## config.mk

```make
export PLATFORM = sky130hd
export DESIGN_NAME = multicycle_ctrl_flat
export DESIGN_NICKNAME = d
export VERILOG_FILES = /design/src/rtl/multicycle_ctrl_if.sv /design/src/rtl/multicycle_ctrl.sv /design/src/flat_wrapper.sv
export SDC_FILE = /design/constraint.sdc
export NUM_CORES = 1
export LEC_CHECK = 0
export BUFFER_PORTS_ARGS = -buffer_cell sky130_fd_sc_hd__buf_4
export CAP_MARGIN = 20
export CORE_UTILIZATION = 50
export DETAILED_ROUTE_END_ITERATION = 10
export PLACE_DENSITY = 0.74
export SLEW_MARGIN = 20
export SYNTH_ARGS = -nofsm -noshare
export SYNTH_HDL_FRONTEND = slang
export SYNTH_SLANG_ARGS = --single-unit
```

## constraint.sdc

```tcl
create_clock -name clk -period 3 [get_ports clk]
set_clock_uncertainty 0.05 [all_clocks]
set_input_delay 0.6 -clock clk [delete_from_list [all_inputs] [get_ports clk]]
set_output_delay 0.6 -clock clk [all_outputs]
set_load 0.05 [all_outputs]
```

## src/rtl/multicycle_ctrl_if.sv

```systemverilog
// -----------------------------------------------------------------------------
// multicycle_ctrl_if
// Bundle of everything between the multicycle sequencer and the datapath /
// memory side of the 16-bit RISC core.
//   master : the sequencer (samples Ins/Mem_ready/PSW_NZC/Go, drives controls)
//   slave  : datapath / memory / testbench side
// Inputs to the sequencer : Ins, Mem_ready, PSW_NZC {N,Z,C}, Go
// Outputs of the sequencer: IR, Step, memory strobes, PC/ALU/PSW/RF controls,
//                           Out_valid, Done, Halted, Illegal, Fault
// -----------------------------------------------------------------------------
interface multicycle_ctrl_if #(
    parameter int INS_W = 16,
    parameter int CNT_W = 3
);
    logic [INS_W-1:0] Ins;
    logic             Mem_ready;
    logic [2:0]       PSW_NZC;
    logic             Go;

    logic [INS_W-1:0] IR;
    logic [CNT_W-1:0] Step;
    logic             Mem_re;
    logic             Mem_we;
    logic             IR_load;
    logic             PC_load;
    logic [1:0]       PC_sel;
    logic [1:0]       ALU_op;
    logic             ALU_src_imm;
    logic             PSW_we;
    logic             RF_we;
    logic [1:0]       WB_sel;
    logic             Out_valid;
    logic             Done;
    logic             Halted;
    logic             Illegal;
    logic             Fault;

    modport master (
        input  Ins, Mem_ready, PSW_NZC, Go,
        output IR, Step, Mem_re, Mem_we, IR_load, PC_load, PC_sel, ALU_op,
               ALU_src_imm, PSW_we, RF_we, WB_sel, Out_valid, Done, Halted,
               Illegal, Fault
    );

    modport slave (
        output Ins, Mem_ready, PSW_NZC, Go,
        input  IR, Step, Mem_re, Mem_we, IR_load, PC_load, PC_sel, ALU_op,
               ALU_src_imm, PSW_we, RF_we, WB_sel, Out_valid, Done, Halted,
               Illegal, Fault
    );
endinterface

```

## src/rtl/multicycle_ctrl.sv

```systemverilog
// -----------------------------------------------------------------------------
// multicycle_ctrl
// Sequencer for the multicycle 16-bit RISC core: FSM + instruction register +
// step counter. Fetches over a ready/wait memory handshake (with timeout into
// a sticky FAULT state), decodes the latched instruction and walks it through
// DECODE / EXEC / MEM / WB, plus HALT/resume and an illegal-opcode trap.
// Ports:
//   clk   : clock
//   Rst_n : synchronous active-low reset
//   bus   : multicycle_ctrl_if.master (see interface for signal list)
// -----------------------------------------------------------------------------
module multicycle_ctrl #(
    parameter int INS_W    = 16,
    parameter int CNT_W    = 3,
    parameter int WAIT_MAX = 15
) (
    input  logic              clk,
    input  logic              Rst_n,
    multicycle_ctrl_if.master bus
);
    typedef enum logic [2:0] {
        S_FETCH, S_DECODE, S_EXEC, S_MEM, S_WB, S_HALT, S_FAULT
    } state_t;

    typedef enum logic [4:0] {
        C_ALU, C_CMP, C_ADDI, C_SUBI, C_LDRRI, C_LDRRR, C_STRRI, C_STRRR,
        C_LHI, C_LLI, C_MOV, C_BCC, C_BAL, C_JMP, C_JALRL, C_JALRR, C_JR,
        C_OUT, C_HLT, C_ILL
    } cls_t;

    localparam int               WCW      = (WAIT_MAX > 1) ? $clog2(WAIT_MAX + 1) : 1;
    localparam int               WLIM     = (WAIT_MAX > 0) ? WAIT_MAX - 1 : 0;
    localparam logic [CNT_W-1:0] STEP_MAX = '1;

    state_t           r_state, w_next;
    logic [INS_W-1:0] r_ir;
    logic [CNT_W-1:0] r_step;
    logic [WCW-1:0]   r_wait;
    logic             r_halt_first;

    logic [4:0] w_opc;
    logic [2:0] w_cond;
    logic [1:0] w_funct;
    cls_t       w_cls;
    logic       w_taken;
    logic       w_timeout;
    logic       w_is_load;

    logic       w_mem_re, w_mem_we, w_ir_load, w_pc_load, w_alu_imm;
    logic       w_psw_we, w_rf_we, w_out_valid, w_done, w_halted, w_illegal;
    logic       w_fault;
    logic [1:0] w_pc_sel, w_alu_op, w_wb_sel;

    assign w_opc   = r_ir[INS_W-1 -: 5];
    assign w_cond  = r_ir[INS_W-6 -: 3];
    assign w_funct = r_ir[1:0];

    // Instruction class from the latched IR (valid from DECODE onwards)
    always_comb begin
        w_cls = C_ILL;
        case (w_opc)
            5'b00000: w_cls = C_ALU;
            5'b00001: w_cls = C_LHI;
            5'b00010: w_cls = C_LLI;
            5'b00011: w_cls = C_LDRRI;
            5'b00100: w_cls = (w_funct == 2'b00) ? C_LDRRR : C_ILL;
            5'b00101: w_cls = C_STRRI;
            5'b00110: w_cls = (w_funct == 2'b00) ? C_STRRR :
                              (w_funct == 2'b01) ? C_CMP   : C_ILL;
            5'b00111: w_cls = C_ADDI;
            5'b01000: w_cls = C_SUBI;
            5'b01011: w_cls = C_MOV;
            5'b11000: w_cls = C_BCC;
            5'b11001: w_cls = C_BAL;
            5'b10000: w_cls = C_JMP;
            5'b10001: w_cls = C_JALRL;
            5'b10010: w_cls = C_JALRR;
            5'b10011: w_cls = C_JR;
            5'b11100: w_cls = (w_funct == 2'b00) ? C_OUT :
                              (w_funct == 2'b01) ? C_HLT : C_ILL;
            default:  w_cls = C_ILL;
        endcase
    end

    assign w_is_load = (w_cls == C_LDRRI) || (w_cls == C_LDRRR);

    // Branch condition on live flags {N,Z,C}; cond 111 is never taken
    always_comb begin
        w_taken = 1'b0;
        case (w_cond)
            3'b000:  w_taken = ~bus.PSW_NZC[1];
            3'b001:  w_taken =  bus.PSW_NZC[1];
            3'b010:  w_taken =  bus.PSW_NZC[0];
            3'b011:  w_taken = ~bus.PSW_NZC[0];
            3'b100:  w_taken =  bus.PSW_NZC[2];
            3'b101:  w_taken = ~bus.PSW_NZC[2];
            3'b110:  w_taken = 1'b1;
            default: w_taken = 1'b0;
        endcase
    end

    // r_wait counts the stalled cycles already spent in this FETCH/MEM visit;
    // the WAIT_MAX-th consecutive stall diverts to FAULT instead of retrying.
    assign w_timeout = (WAIT_MAX > 0) && (r_wait == WCW'(WLIM)) && !bus.Mem_ready;

    always_comb begin
        w_next      = r_state;
        w_mem_re    = 1'b0;
        w_mem_we    = 1'b0;
        w_ir_load   = 1'b0;
        w_pc_load   = 1'b0;
        w_pc_sel    = 2'b00;
        w_alu_op    = 2'b00;
        w_alu_imm   = 1'b0;
        w_psw_we    = 1'b0;
        w_rf_we     = 1'b0;
        w_wb_sel    = 2'b00;
        w_out_valid = 1'b0;
        w_done      = 1'b0;
        w_halted    = 1'b0;
        w_illegal   = 1'b0;
        w_fault     = 1'b0;
        case (r_state)
            S_FETCH: begin
                w_mem_re = 1'b1;
                if (bus.Mem_ready) begin
                    w_ir_load = 1'b1;
                    w_next    = S_DECODE;
                end else if (w_timeout) begin
                    w_next = S_FAULT;
                end
            end
            S_DECODE: begin
                w_pc_load = 1'b1;
                case (w_cls)
                    C_LHI, C_LLI, C_MOV: w_next = S_WB;
                    C_HLT:               w_next = S_HALT;
                    C_ILL: begin
                        w_illegal = 1'b1;
                        w_done    = 1'b1;
                        w_next    = S_FETCH;
                    end
                    default:             w_next = S_EXEC;
                endcase
            end
            S_EXEC: begin
                w_next = S_FETCH;
                case (w_cls)
                    C_ALU: begin
                        w_alu_op = w_funct;
                        w_psw_we = 1'b1;
                        w_next   = S_WB;
                    end
                    C_ADDI, C_SUBI: begin
                        w_alu_op  = (w_cls == C_SUBI) ? 2'b10 : 2'b00;
                        w_alu_imm = 1'b1;
                        w_psw_we  = 1'b1;
                        w_next    = S_WB;
                    end
                    C_CMP: begin
                        w_alu_op = 2'b10;
                        w_psw_we = 1'b1;
                        w_done   = 1'b1;
                    end
                    C_LDRRI, C_STRRI: begin
                        w_alu_imm = 1'b1;
                        w_next    = S_MEM;
                    end
                    C_LDRRR, C_STRRR: w_next = S_MEM;
                    C_BCC: begin
                        w_illegal = (w_cond == 3'b111);
                        w_pc_load = w_taken;
                        w_pc_sel  = w_taken ? 2'b01 : 2'b00;
                        w_done    = 1'b1;
                    end
                    C_BAL: begin
                        w_pc_load = 1'b1;
                        w_pc_sel  = 2'b01;
                        w_next    = S_WB;
                    end
                    C_JMP, C_JR: begin
                        w_pc_load = 1'b1;
                        w_pc_sel  = (w_cls == C_JMP) ? 2'b11 : 2'b10;
                        w_done    = 1'b1;
                    end
                    C_JALRL, C_JALRR: begin
                        w_pc_load = 1'b1;
                        w_pc_sel  = (w_cls == C_JALRL) ? 2'b11 : 2'b10;
                        w_next    = S_WB;
                    end
                    C_OUT: begin
                        w_out_valid = 1'b1;
                        w_done      = 1'b1;
                    end
                    default: w_done = 1'b1;
                endcase
            end
            S_MEM: begin
                w_mem_re = w_is_load;
                w_mem_we = !w_is_load;
                if (bus.Mem_ready) begin
                    if (w_is_load) begin
                        w_next = S_WB;
                    end else begin
                        w_done = 1'b1;
                        w_next = S_FETCH;
                    end
                end else if (w_timeout) begin
                    w_next = S_FAULT;
                end
            end
            S_WB: begin
                w_rf_we = 1'b1;
                w_done  = 1'b1;
                w_next  = S_FETCH;
                case (w_cls)
                    C_LDRRI, C_LDRRR:         w_wb_sel = 2'b01;
                    C_LHI, C_LLI, C_MOV:      w_wb_sel = 2'b10;
                    C_BAL, C_JALRL, C_JALRR:  w_wb_sel = 2'b11;
                    default:                  w_wb_sel = 2'b00;
                endcase
            end
            S_HALT: begin
                w_halted = 1'b1;
                w_done   = r_halt_first;
                if (bus.Go) w_next = S_FETCH;
            end
            S_FAULT: w_fault = 1'b1;
            default: w_next = S_FETCH;
        endcase
    end

    always_ff @(posedge clk) begin
        if (!Rst_n) begin
            r_state      <= S_FETCH;
            r_ir         <= '0;
            r_step       <= '0;
            r_wait       <= '0;
            r_halt_first <= 1'b0;
        end else begin
            r_state      <= w_next;
            r_halt_first <= (w_next == S_HALT) && (r_state != S_HALT);
            if (w_ir_load) r_ir <= bus.Ins;
            // Step restarts after Done and also on a Go resume (no Done there)
            if (w_done || (w_next == S_FETCH && r_state != S_FETCH))
                r_step <= '0;
            else if (r_step != STEP_MAX)
                r_step <= r_step + 1'b1;
            // Staying in FETCH/MEM means another stalled cycle; any move clears
            if ((r_state == S_FETCH || r_state == S_MEM) && w_next == r_state)
                r_wait <= r_wait + 1'b1;
            else
                r_wait <= '0;
        end
    end

    assign bus.IR          = r_ir;
    assign bus.Step        = r_step;
    assign bus.Mem_re      = w_mem_re;
    assign bus.Mem_we      = w_mem_we;
    assign bus.IR_load     = w_ir_load;
    assign bus.PC_load     = w_pc_load;
    assign bus.PC_sel      = w_pc_sel;
    assign bus.ALU_op      = w_alu_op;
    assign bus.ALU_src_imm = w_alu_imm;
    assign bus.PSW_we      = w_psw_we;
    assign bus.RF_we       = w_rf_we;
    assign bus.WB_sel      = w_wb_sel;
    assign bus.Out_valid   = w_out_valid;
    assign bus.Done        = w_done;
    assign bus.Halted      = w_halted;
    assign bus.Illegal     = w_illegal;
    assign bus.Fault       = w_fault;
endmodule

```

## src/flat_wrapper.sv

```systemverilog
// flat-port wrapper written by rule: the top's interface ports become plain ports
module multicycle_ctrl_flat 
#(
    parameter int INS_W    = 16,
    parameter int CNT_W    = 3,
    parameter int WAIT_MAX = 15
)
  (clk, Rst_n, bus_Ins, bus_Mem_ready, bus_PSW_NZC, bus_Go, bus_IR, bus_Step, bus_Mem_re, bus_Mem_we, bus_IR_load, bus_PC_load, bus_PC_sel, bus_ALU_op, bus_ALU_src_imm, bus_PSW_we, bus_RF_we, bus_WB_sel, bus_Out_valid, bus_Done, bus_Halted, bus_Illegal, bus_Fault);
  multicycle_ctrl_if #(.INS_W(INS_W), .CNT_W(CNT_W)) bus_i ();
  input  logic clk;
  input  logic Rst_n;
  input wire logic [$bits(bus_i.Ins)-1:0] bus_Ins;
  input wire logic [$bits(bus_i.Mem_ready)-1:0] bus_Mem_ready;
  input wire logic [$bits(bus_i.PSW_NZC)-1:0] bus_PSW_NZC;
  input wire logic [$bits(bus_i.Go)-1:0] bus_Go;
  output wire logic [$bits(bus_i.IR)-1:0] bus_IR;
  output wire logic [$bits(bus_i.Step)-1:0] bus_Step;
  output wire logic [$bits(bus_i.Mem_re)-1:0] bus_Mem_re;
  output wire logic [$bits(bus_i.Mem_we)-1:0] bus_Mem_we;
  output wire logic [$bits(bus_i.IR_load)-1:0] bus_IR_load;
  output wire logic [$bits(bus_i.PC_load)-1:0] bus_PC_load;
  output wire logic [$bits(bus_i.PC_sel)-1:0] bus_PC_sel;
  output wire logic [$bits(bus_i.ALU_op)-1:0] bus_ALU_op;
  output wire logic [$bits(bus_i.ALU_src_imm)-1:0] bus_ALU_src_imm;
  output wire logic [$bits(bus_i.PSW_we)-1:0] bus_PSW_we;
  output wire logic [$bits(bus_i.RF_we)-1:0] bus_RF_we;
  output wire logic [$bits(bus_i.WB_sel)-1:0] bus_WB_sel;
  output wire logic [$bits(bus_i.Out_valid)-1:0] bus_Out_valid;
  output wire logic [$bits(bus_i.Done)-1:0] bus_Done;
  output wire logic [$bits(bus_i.Halted)-1:0] bus_Halted;
  output wire logic [$bits(bus_i.Illegal)-1:0] bus_Illegal;
  output wire logic [$bits(bus_i.Fault)-1:0] bus_Fault;
  assign bus_i.Ins = bus_Ins;
  assign bus_i.Mem_ready = bus_Mem_ready;
  assign bus_i.PSW_NZC = bus_PSW_NZC;
  assign bus_i.Go = bus_Go;
  assign bus_IR = bus_i.IR;
  assign bus_Step = bus_i.Step;
  assign bus_Mem_re = bus_i.Mem_re;
  assign bus_Mem_we = bus_i.Mem_we;
  assign bus_IR_load = bus_i.IR_load;
  assign bus_PC_load = bus_i.PC_load;
  assign bus_PC_sel = bus_i.PC_sel;
  assign bus_ALU_op = bus_i.ALU_op;
  assign bus_ALU_src_imm = bus_i.ALU_src_imm;
  assign bus_PSW_we = bus_i.PSW_we;
  assign bus_RF_we = bus_i.RF_we;
  assign bus_WB_sel = bus_i.WB_sel;
  assign bus_Out_valid = bus_i.Out_valid;
  assign bus_Done = bus_i.Done;
  assign bus_Halted = bus_i.Halted;
  assign bus_Illegal = bus_i.Illegal;
  assign bus_Fault = bus_i.Fault;
  multicycle_ctrl #(.INS_W(INS_W), .CNT_W(CNT_W), .WAIT_MAX(WAIT_MAX)) u_core (.clk(clk), .Rst_n(Rst_n), .bus(bus_i));
endmodule
```

## After elaboration in Yosys (flattened, before gate mapping)

Memory sizes are Yosys's and may differ from the RTL's.
Cells that the tools add are included.

| word-level totals | value |
|---|---|
| register bits | 27 |
| bits in read-only memories | 32 |
| input bits | 23 |
| output and inout bits | 37 |
| word-level logic and storage cells | 141 |
| memories | 1 |

Memory list:

| memory | words | bits a word | rd ports | clocked after Yosys merged registers in | write ports | RTL line | source |
|---|---|---|---|---|---|---|---|
| (no name shown) | 16 | 2 | 1 | 0 | 0 | multicycle_ctrl.sv:216 | `case (w_cls)` |

| cells by class | value |
|---|---|
| add/subtract/negate cells | 2 |
| equal/unequal tests | 54 |
| muxes and demuxes | 47 |
| bitwise gates (word level) | 4 |
| reduce and logical (&&, ||, !) cells | 28 |

Operators by type and width:

| cell | number |
|---|---|
| 5-bit one-hot mux with 17 select lines | 1 |
| 5-bit equality test (second input constant) | 11 |
| 5-bit by 4-bit equality test with 1-bit output (second input constant) | 10 |
| 5-bit by 3-bit equality test with 1-bit output (second input constant) | 8 |
| 3-bit equality test (second input constant) | 8 |
| 1-bit 2-to-1 mux | 21 |
| 5-bit by 2-bit equality test with 1-bit output (second input constant) | 4 |
| 5-bit 2-to-1 mux | 4 |
| 3-bit one-hot mux with 6 select lines | 1 |
| 3-bit 2-to-1 mux | 5 |
| 3-bit by 2-bit equality test with 1-bit output (second input constant) | 4 |
| 4-bit OR reduction | 3 |
| 5-bit by 1-bit equality test with 1-bit output (second input constant) | 2 |
| 5-bit zero test | 2 |
| 2-bit 2-to-1 mux | 5 |
| 10-bit OR reduction | 1 |
| 3-bit zero test | 3 |
| 3-bit one-hot mux with 3 select lines | 1 |
| 1-bit one-hot mux with 2 select lines | 4 |
| 2-bit one-hot mux with 4 select lines | 1 |
| 2-bit OR reduction | 4 |
| 1-bit one-hot mux with 7 select lines | 1 |
| 3-bit by 1-bit equality test with 1-bit output (second input constant) | 2 |
| 3-bit != test (second input constant) | 2 |
| 18 further kinds | 27 |

## Longest topological paths before layout

Gate-level depths: netlist (run 1).

| depth | value |
|---|---|
| depth after elaboration | 13 |
| gate-level depth with buffers | 10 |
| gate-level depth less buffers | 9 |

## Worst setup path before layout (run 1)

Ideal clock, no wire load.

| timing | value |
|---|---|
| kind | flip-flop to output port |
| start | register u_core.r_ir[11] (netlist: u_core.bus.IR[11]) |
| end | output port bus_WB_sel[1] |
| arrival time | 4,421 ps |
| required time | 2,350 ps |
| slack | -2,071 ps |
| stages on the path, launching flop included | 10 |
| buffers on the path | 3 |
| cells stage by stage | dfxtp_1 buf_2 buf_2 buf_1 mux2i_1 a21oi_1 o22ai_1 xnor2_1 nor2_1 a2111oi_0 |

| on the way | value |
|---|---|
| cells in the longest elaborated chain, start to end | 5 |
| elaborated cells between the ends (all ways) | 21 |
| those cells by class | 16 x eq/ne; 3 x mux; 1 x reduce/logical; 1 x memory |

Ends and longest elaborated chain:

| item | RTL line | source |
|---|---|---|
| start: declaration | multicycle_ctrl.sv:36 | `logic [INS_W-1:0] r_ir;` |
| start signal: assignment | multicycle_ctrl.sv:243 | `if (w_ir_load) r_ir <= bus.Ins;` |
| 5-bit equality test, or another cell as far along | multicycle_ctrl.sv:61 | `case (w_opc)` |
| 5-bit one-hot mux with 17 select lines (*) | multicycle_ctrl.sv:61 |  |
| memory read 16 x 2 bit | - |  |
| 2-bit 2-to-1 mux (*) | multicycle_ctrl.sv:216 |  |
| 2-bit 2-to-1 mux (*) | multicycle_ctrl.sv:123 | `case (r_state)` |
| end: declaration | flat_wrapper.sv:27 | `output wire logic [$bits(bus_i.WB_sel)-1:0] bus_WB_sel;` |

Mark *: on every way between the ends. The rest lies on a longest branch, timed or not.

## Worst setup path after layout (run 1)

| timing | value |
|---|---|
| start | register u_core.r_ir[14] (netlist: u_core.bus.IR[14]) |
| end | output port bus_PC_sel[0] |

| on the way | value |
|---|---|
| cells in the longest elaborated chain, start to end | 6 |
| elaborated cells between the ends (all ways) | 30 |
| those cells by class | 22 x eq/ne; 5 x mux; 3 x reduce/logical |

Ends and longest elaborated chain:

| item | RTL line | source |
|---|---|---|
| 5-bit equality test, or another cell as far along | multicycle_ctrl.sv:61 |  |
| 5-bit one-hot mux with 17 select lines (*) | multicycle_ctrl.sv:61 |  |
| 5-bit by 4-bit equality test with 1-bit output, or another cell as far along | multicycle_ctrl.sv:148, multicycle_ctrl.sv:188 |  |
| 1-bit 2-to-1 mux, or another cell as far along | multicycle_ctrl.sv:188 | `w_pc_sel = (w_cls == C_JALRL) ? 2'b11 : 2'b10;` |
| 2-bit one-hot mux with 4 select lines (*) | multicycle_ctrl.sv:148 | `case (w_cls)` |
| 2-bit 2-to-1 mux (*) | multicycle_ctrl.sv:123 |  |
| end: declaration | flat_wrapper.sv:22 | `output wire logic [$bits(bus_i.PC_sel)-1:0] bus_PC_sel;` |

Marked as above.

==> summary.md, run 1 <==
| Metric | Value |
|---|---|
| RSZ-0062 raised after global routing | yes |
| Die H | about 67 µm |
| Worst-margin pin slew | 0.493 ns |
| Ant diodes | 0 |
| Final setup fails | 2 |
| Non-Filler Cell Area, Final | 2980 µm² |
| Row cnt | 23 |
| Clock transition at path regs | ~0.090 ns |
| Initial DRC Count | between 300 and 400 |
| Post-synthesis mux area share | between 2 and 3% |
| Worst skew pair latency | 0.28 ns |
| Initial antenna violation count | 0 |
| FF+latch count, synth | 27 |
| Reg2Reg Launch Point | u_core.bus.IR[14]$_SDFFE_PN0P_ |
| Fin nets | between 300 and 400 |
| Max Root-Sink Buffers | 2 |
| GR Util All Layers | just under 30% |
| Starting Density | between 50 and 60% |
| Largest family of logic cells by synthesized area | simple AND/OR/NAND/NOR gates |
| Max rail drop VDD | 0.413 mV |
| Synth Area in Simple Gates | between 30% and 40% |
| Vias per inst | 5.80 |
| Routed wire per std cell | 15.3 µm |
| WHS Path Cells | 2 |
| Detailed Routing Iterations Pass 1 | 4 |
| Root Buffer | clkbuf_8 |
| LEAKAGE | ~1.3 nW |
| Most used DFF post-synth | dfxtp_1 |
| Maxcap violations | 0 |
| Placed Area | 2700 µm² |
| FF/Latch Area | between 500 and 600 µm² |
| TritonCTS clock tree | yes |
| Routed vias | 2413 |
| WP data required | 2.35 ns |
| Worst hold slack | 0.420 ns |
| CP max stage delay | between 0.4 and 0.5 ns |
| DRC violations left | 0 |
| Ys Warns | 0 |
| R2R setup slack | 0.33 ns |
| Post-Synth XOR/XNOR Area | 3.30% |
| Placeable Area | 4030 µm² |
| Pwr dens | between 400 and 500 nW/µm² |
| Post-synthesis cell count | 293 |
| Worst min-delay path category | reg2reg |
| Post-synth EDFFs | 0 |
| Fin util | 74.0% |
| CP startpoint | u_core.bus.IR[14]$_SDFFE_PN0P_ |
| CP max stage cell | dfxtp_4 |
| # H-tree levels | 1 |
| Tmin final | 3.05 ns |
| Period utilisation layout | 102% |
| Routed Antenna Nets | 0 |
| Fillers | 329 |
| Cells along the critical path | buf_6 -> inv_2 -> a311o_1 -> a211oi_4 -> nand3_2 -> nand2_1 -> nand4_1 -> a221oi_4 -> buf_6 |
| Mapped cell area | 2120 µm² |
| Final slew viol count | 0 |
| Die X | 67.2 µm |
| Pwr Total | 0.00136 W |
| Crit start category | register |
| Area of the multi-input gates | 1560 µm² |
| Slew margin rel. | 66.9% |
| Ports | 60 |
| Syn_area_per_cell | 7.25 µm² |
| Routability congestion estimate | 0.949 |
| Max frequency | 328 MHz |
| Share of cells above drive strength 1 | 33.9% |
| Clock sink count | 27 |
| First-pass GRT wire length | 10000 µm |
| CP endpoint kind | primary output |
| Ys async rst share | 0% |
| Global route overflow | 0 |
| Crit Path Category | reg2out |
| Failing checks | negative setup slack |
| Final count of hold timing violations | 0 |
| Setup TNS | -0.0630 ns |
| Min-Delay Startpoint | u_core.bus.IR[3]$_SDFFE_PN0P_ |
| Total Wirelength | 6360 µm |
| Status | finished, violations left |
| Adder-cell share of the synthesized area | 2.36% |
| Reg2Reg Capture Point | u_core.bus.Step[1]$_SDFFE_PP0P_ |
| Syn nets | 320 |
| Vias in the first global route | 2119 |
| R2R depth | 9 |
| Final worst setup slack | -0.0512 ns |
| Port-buffer cells | 59 |
| Hold Path Sink | u_core.bus.IR[3]$_SDFFE_PN0P_ |
| Num CTS Buffers | 3 |
| Dpl hpwl | 4670 µm |
| Compound-Gate Fraction of Synth Area | 26.8% |
| Area grow syn2layout | 40.4% |
| Critical Path Fanout Max | 8 |
| Register area share after synthesis | 25.5% |
| Largest net degree at the start of global routing | 24 |
| Synth cell types | 59 |
| Worst EP arrival | approximately 2.4 ns |
| Die area | 4510 µm² |
| Crit path top cell by count | buf_6 |
## sequential cells by signal, summed over array words and instances, names as in the netlist
signal / flops
u_core.r_halt_first: 1
u_core.r_wait: 4
u_core.bus.Step: 3
u_core.r_state: 3
u_core.bus.IR: 16
## area by class of cell
| type | count | area share, % |
|---|---|---|
| Clock buffer | 3 | 1.38 |
| Sequential cell | 27 | 18.7 |
| Tap cell | 50 | 2.10 |
| Inverter | 14 | 1.76 |
| Clock inverter | 1 | 0.168 |
| Timing Repair Buffer | 90 | 23.7 |
| Multi-Input combinational cell | 231 | 52.2 |
## layout by cell type (no fill, tap or decap), types with 2 or more instances in the layout
master and count:
dfxtp_2 2, o211ai_1 2, a21boi_0 18, nand4_1 2, nor2_1 25, a211o_1 2, o31a_1 2, a31oi_1 2
ha_1 4, o21ai_0 5, clkbuf_8 3, o22ai_1 2, nand2b_1 5, nand3_1 4, nand2_1 48, nor3_1 13
buf_4 82, and4b_1 3, dfxtp_1 21, a21o_1 4, a22oi_1 2, nor4bb_1 4, xnor2_1 6, and2_1 3
nor2b_1 4, o31ai_1 3, a21oi_1 17, buf_6 8, inv_1 12, a311o_1 2, nand3b_1 3, mux2i_1 6
xor2_1 2, dfxtp_4 4, nor3_2 3, a311oi_1 2
## critical path, delay by kind of cell, from the launching register on
| kind | cells | cell delay [ns] |
|---|---|---|
| buffers and inverters | 3 | 0.37 |
| and+or+nand+nor | 3 | 0.35 |
| DFF | 1 | 0.41 |
| AOI/OAI and AO/OA | 3 | 1.00 |
## Yosys cell counts, types with 3 or more instances
library cell,number,share of area (%)
a21o_1,4,1.4
nor3_1,16,3.8
nand2_1,49,8.7
nand3b_1,3,1.1
nor4bb_1,4,1.9
clkbuf_1,9,1.6
xnor2_1,6,2.5
mux2i_1,6,2.8
a21boi_0,18,6.4
buf_1,5,0.88
and2_1,3,0.88
ha_1,4,2.4
a21oi_1,18,4.2
buf_2,5,1.2
inv_1,13,2.3
dfxtp_1,27,25
nand3_1,5,1.2
nand2b_1,5,1.5
and4b_1,3,1.4
o21ai_0,6,1.4
nor2b_1,4,1.2
o31ai_1,4,1.4
nor2_1,26,4.6
## worst max path at each step
stage | endpoint | slack, ns | cells after the start
finish | bus_PC_sel[0] | -0.05 | 9
global route | bus_PC_sel[0] | -0.14 | 9
CTS | bus_PC_sel[0] | -0.01 | 8
detailed placement | bus_PC_sel[0] | 0.14 | 8
global placement | bus_PC_sel[0] | 0.16 | 8
floorplan | bus_ALU_op[0] | -0.17 | 6
## metrics by stage
stage | instances | setup slack, ns
2_1_floorplan | 293 | -0.169
3_3_place_gp | 393 | 0.162
3_5_place_dp | 393 | 0.138
4_1_cts | 410 | -0.0140
5_1_grt | 416 | -0.143
6_report | 416 | -0.0512
## layer usage
layer / track usage (%) / up-vias / routed length, µm
met5: 0 / - / 0
met4: 11.4 / 0 / 153
met3: 5.24 / 15 / 409
met2: 47.4 / 95 / 2980
met1: 38.3 / 1108 / 2820
li1: - / 1195 / -
## timing repair
item                       4_1_cts  5_1_grt
hold buffers                     0        0
resized for setup               11       14
pin swaps                        5        5
hold endpoints to repair         0        0
gates cloned                     0        0
setup endpoints to repair        4        5
setup buffers                   13        6
## cells by family (layout without fill, tap and decap cells)
| group | count (synthesis) | after routing |
|---|---|---|
| and+or+nand+nor | 133 | 133 |
| AOI/OAI and AO/OA | 80 | 80 |
| buffers and inverters | 35 | 108 |
| DFF | 27 | 27 |
| xor gates and xnor gates | 8 | 8 |
| muxes | 6 | 6 |
| adders and majority gates | 4 | 4 |
## power by group
part,internal [W],total [W],switching (W)
Combinational,0.000272,0.000702,0.000430
Sequential,0.000396,0.000447,0.0000519
Clock,0.0000933,0.000208,0.000114
Total,0.000761,0.00136,0.000596
No activity file was read; power rests on OpenSTA's default activity.
==> inputs of run 2 (changes only) <==
Settings changed: MAX_ROUTING_LAYER set to met4.
==> summary.md, run 2 (synthesis results as in run 1) <==
| Metric | Value |
|---|---|
| Max FFs per register | 16 (unchanged) |
| Int Power | 0.000763 W (+0.29%) |
| Num CTS Buffers | 3 (unchanged) |
| Clock transition at path regs | 0.10 ns (about the same) |
| Commonest non-fill, non-tap cell in the layout | buf_4 |
| Final slew viol count | 0 (unchanged) |
| GR Util All Layers | 30.9% (+1.7 points) |
| Pwr dens | 460 nW/µm² (+1.0%) |
| Critical path's top delay family | compound AO/OA/AOI/OAI gates |
| CTS Hold Bufs | 0 (unchanged) |
| Detailed Routing Iterations Pass 1 | 5 (+1) |
| Routed vias | 2428 (+0.62%) |
| Routability congestion estimate | 0.982 (+3.4%) |
| WP data required | 2.35 ns (about the same) |
| Tmin final | 3.08 ns (+0.0265 ns) |
| Fillers | 346 (+5.2%) |
| Failing checks | negative setup slack |
| Slew margin rel. | 60.3% (-6.6 points) |
| Cells along the critical path | buf_4 -> a311o_1 -> a211oi_4 -> nand3_2 -> nand2_1 -> nand4_1 -> a221oi_4 -> buf_6 |
| Ports | 60 (unchanged) |
| Period utilisation layout | 103% (+0.88 points) |
| Placeable Area | 4030 µm² (unchanged) |
| Worst slack, placed | 0.115 ns (-0.0235 ns) |
| LEAKAGE | 1.27 nW (-0.61%) |
| Fin nets | 393 (-0.25%) |
| Global route overflow | 0 (unchanged) |
| Routed Antenna Nets | 0 (unchanged) |
| Crit start category | register |
| Final instance count without filler cells | 415 (-0.24%) |
| Switch share | 44.3% (+0.41 points) |
| Crit path buf inv count | 2 (-1) |
| Worst-margin pin slew | 0.592 ns (+0.0990 ns) |
| Placed insts | 390 (-0.76%) |
| Worst EP arrival | 2.43 ns (+0.03 ns) |
| Vias in the first global route | 2173 (+2.5%) |
| Total Wirelength | 6650 µm (+4.5%) |
| First-pass GRT wire length | 10300 µm (+3.2%) |
| Final setup fails | 4 (+2) |
| Clock sink count | 27 (unchanged) |
| Ant diodes | 0 (unchanged) |
| Largest net degree at the start of global routing | 24 (unchanged) |
| Worst skew pair latency | 0.27 ns (about the same) |
| Max rail drop VDD | 0.342 mV (-17%) |
| Share of cells above drive strength 1 | 34.2% (+0.37 points) |
| RSZ-0062 raised after global routing | yes |
| Most frequent cells in the layout | buf_4 (82), nand2_1 (48), nor2_1 (25) |
| TritonCTS clock tree | yes |
| Die X | 67.2 µm (unchanged) |
| CP endpoint kind | primary output |
| Crit Path Category | reg2out |
| Maxcap violations | 0 (unchanged) |
| Status | finished, violations left |
| Routed wire per std cell | 16.0 µm (+4.7%) |
| Vias per inst | 5.85 (+0.86%) |
| Clock Power Share | 15.8% (+0.5 points) |
| CP max stage delay | 0.43 ns (+0.02 ns) |
| Port-buffer cells | 59 (unchanged) |
| DRC violations left | 0 (unchanged) |
| Starting Density | 52.7% (unchanged) |
| Die area | 4510 µm² (unchanged) |
| Flop pwr share | 32.7% (-0.3 points) |
| Comb pwr share | 51.5% (-0.2 points) |
| Area grow syn2layout | 40.4% (unchanged) |
| Die H | 67.2 µm (unchanged) |
| Row cnt | 23 (unchanged) |
| Max Root-Sink Buffers | 2 (unchanged) |
| # H-tree levels | 1 (unchanged) |
| Worst min-delay path category | reg2reg |
| P_sw | 0.000608 W (+2.0%) |
| Max frequency | 325 MHz (-0.86%) |
| Critical Path Fanout Max | 10 (+2) |
| Dpl hpwl | 4600 µm (-1.5%) |
| Final count of hold timing violations | 0 (unchanged) |
| Initial DRC Count | 214 (-33%) |
| Root Buffer | clkbuf_8 |
| Final worst setup slack | -0.0777 ns (-0.0265 ns) |
| CP max stage cell | a311o_1 |
| Initial antenna violation count | 0 (unchanged) |
## run 2: cell count changes in the layout (fill, tap and decap cells not counted), sizes merged
cell    previous run  this run
clkinv             2         1
inv               13        14
buf               90        89
## run 2: power by group through the flow
stage / Sequential (W) / Combinational [W] / Clock, W
3_3_place_gp: 0.000458 / 0.000615 / 0
6_report: 0.000448 / 0.000706 / 0.000217
4_1_cts: 0.000445 / 0.000688 / 0.000224
3_5_place_dp: 0.000460 / 0.000618 / 0
5_1_grt: 0.000456 / 0.000747 / 0.000236
2_1_floorplan: 0.000527 / 0.000375 / 0
## run 2: area by class of cell
class / count / area [µm²] / share of cell area (%)
clock buffers: 3 / 41.3 / 1.38
clock inverters: 1 / 6.26 / 0.210
inverters: 14 / 52.6 / 1.76
multi-input cells: 231 / 1560 / 52.4
flip-flops and latches: 27 / 562 / 18.8
well taps: 50 / 62.6 / 2.10
repair buffers: 89 / 694 / 23.3
## run 2: per-layer routing
metal / up-vias / routed length (µm) / track usage (%)
met5: - / 0 / -
met4: 0 / 184 / 13.0
met3: 17 / 497 / 5.24
met2: 120 / 3000 / 46.8
met1: 1097 / 2960 / 40.5
li1: 1194 / - / -
## run 2: per-stage QoR
| step | utilization [%] | instance area, µm² | power [W] | hold WS, ns | setup TNS, ns |
|---|---|---|---|---|---|
| 2_1_floorplan | - | 2200 | 0.000901 | 0.405 | -0.305 |
| 3_3_place_gp | 66.4 | 2680 | 0.00107 | 0.400 | 0 |
| 3_5_place_dp | 66.4 | 2680 | 0.00108 | 0.408 | 0 |
| 4_1_cts | 73.1 | 2950 | 0.00136 | 0.422 | -0.0654 |
| 5_1_grt | 74.0 | 2980 | 0.00144 | 0.451 | -0.711 |
| 6_report | 74.0 | 2980 | 0.00137 | 0.419 | -0.152 |
## run 2: final timing paths
check	startpoint	cells after the start	slack (ns)	endpoint
min reg2reg	u_core.bus.IR[6]$_SDFFE_PN0P_	2	0.42	u_core.bus.IR[6]$_SDFFE_PN0P_
min	u_core.bus.IR[6]$_SDFFE_PN0P_	2	0.42	u_core.bus.IR[6]$_SDFFE_PN0P_
max reg2reg	u_core.bus.IR[11]$_SDFFE_PN0P_	10	0.26	u_core.bus.Step[1]$_SDFFE_PP0P_
max	u_core.bus.IR[15]$_SDFFE_PN0P_	8	-0.08	bus_PC_sel[0]
## run 2: what timing repair did
item / in CTS / in global routing
gates resized for setup: 21 / 4
endpoints found under the setup margin: 5 / 7
setup buffers: 19 / 2
pin swaps: 8 / 6
## run 2: worst register-to-register path, stage by stage (launching register included)
cell and delay (ns):
dfxtp_4 0.43, buf_6 0.17, nor4bb_2 0.30, o21ai_0 0.16, o31a_1 0.18, buf_4 0.16, buf_4 0.13, o41a_1 0.44
nor4b_1 0.16, and4b_4 0.24, nor4bb_1 0.25
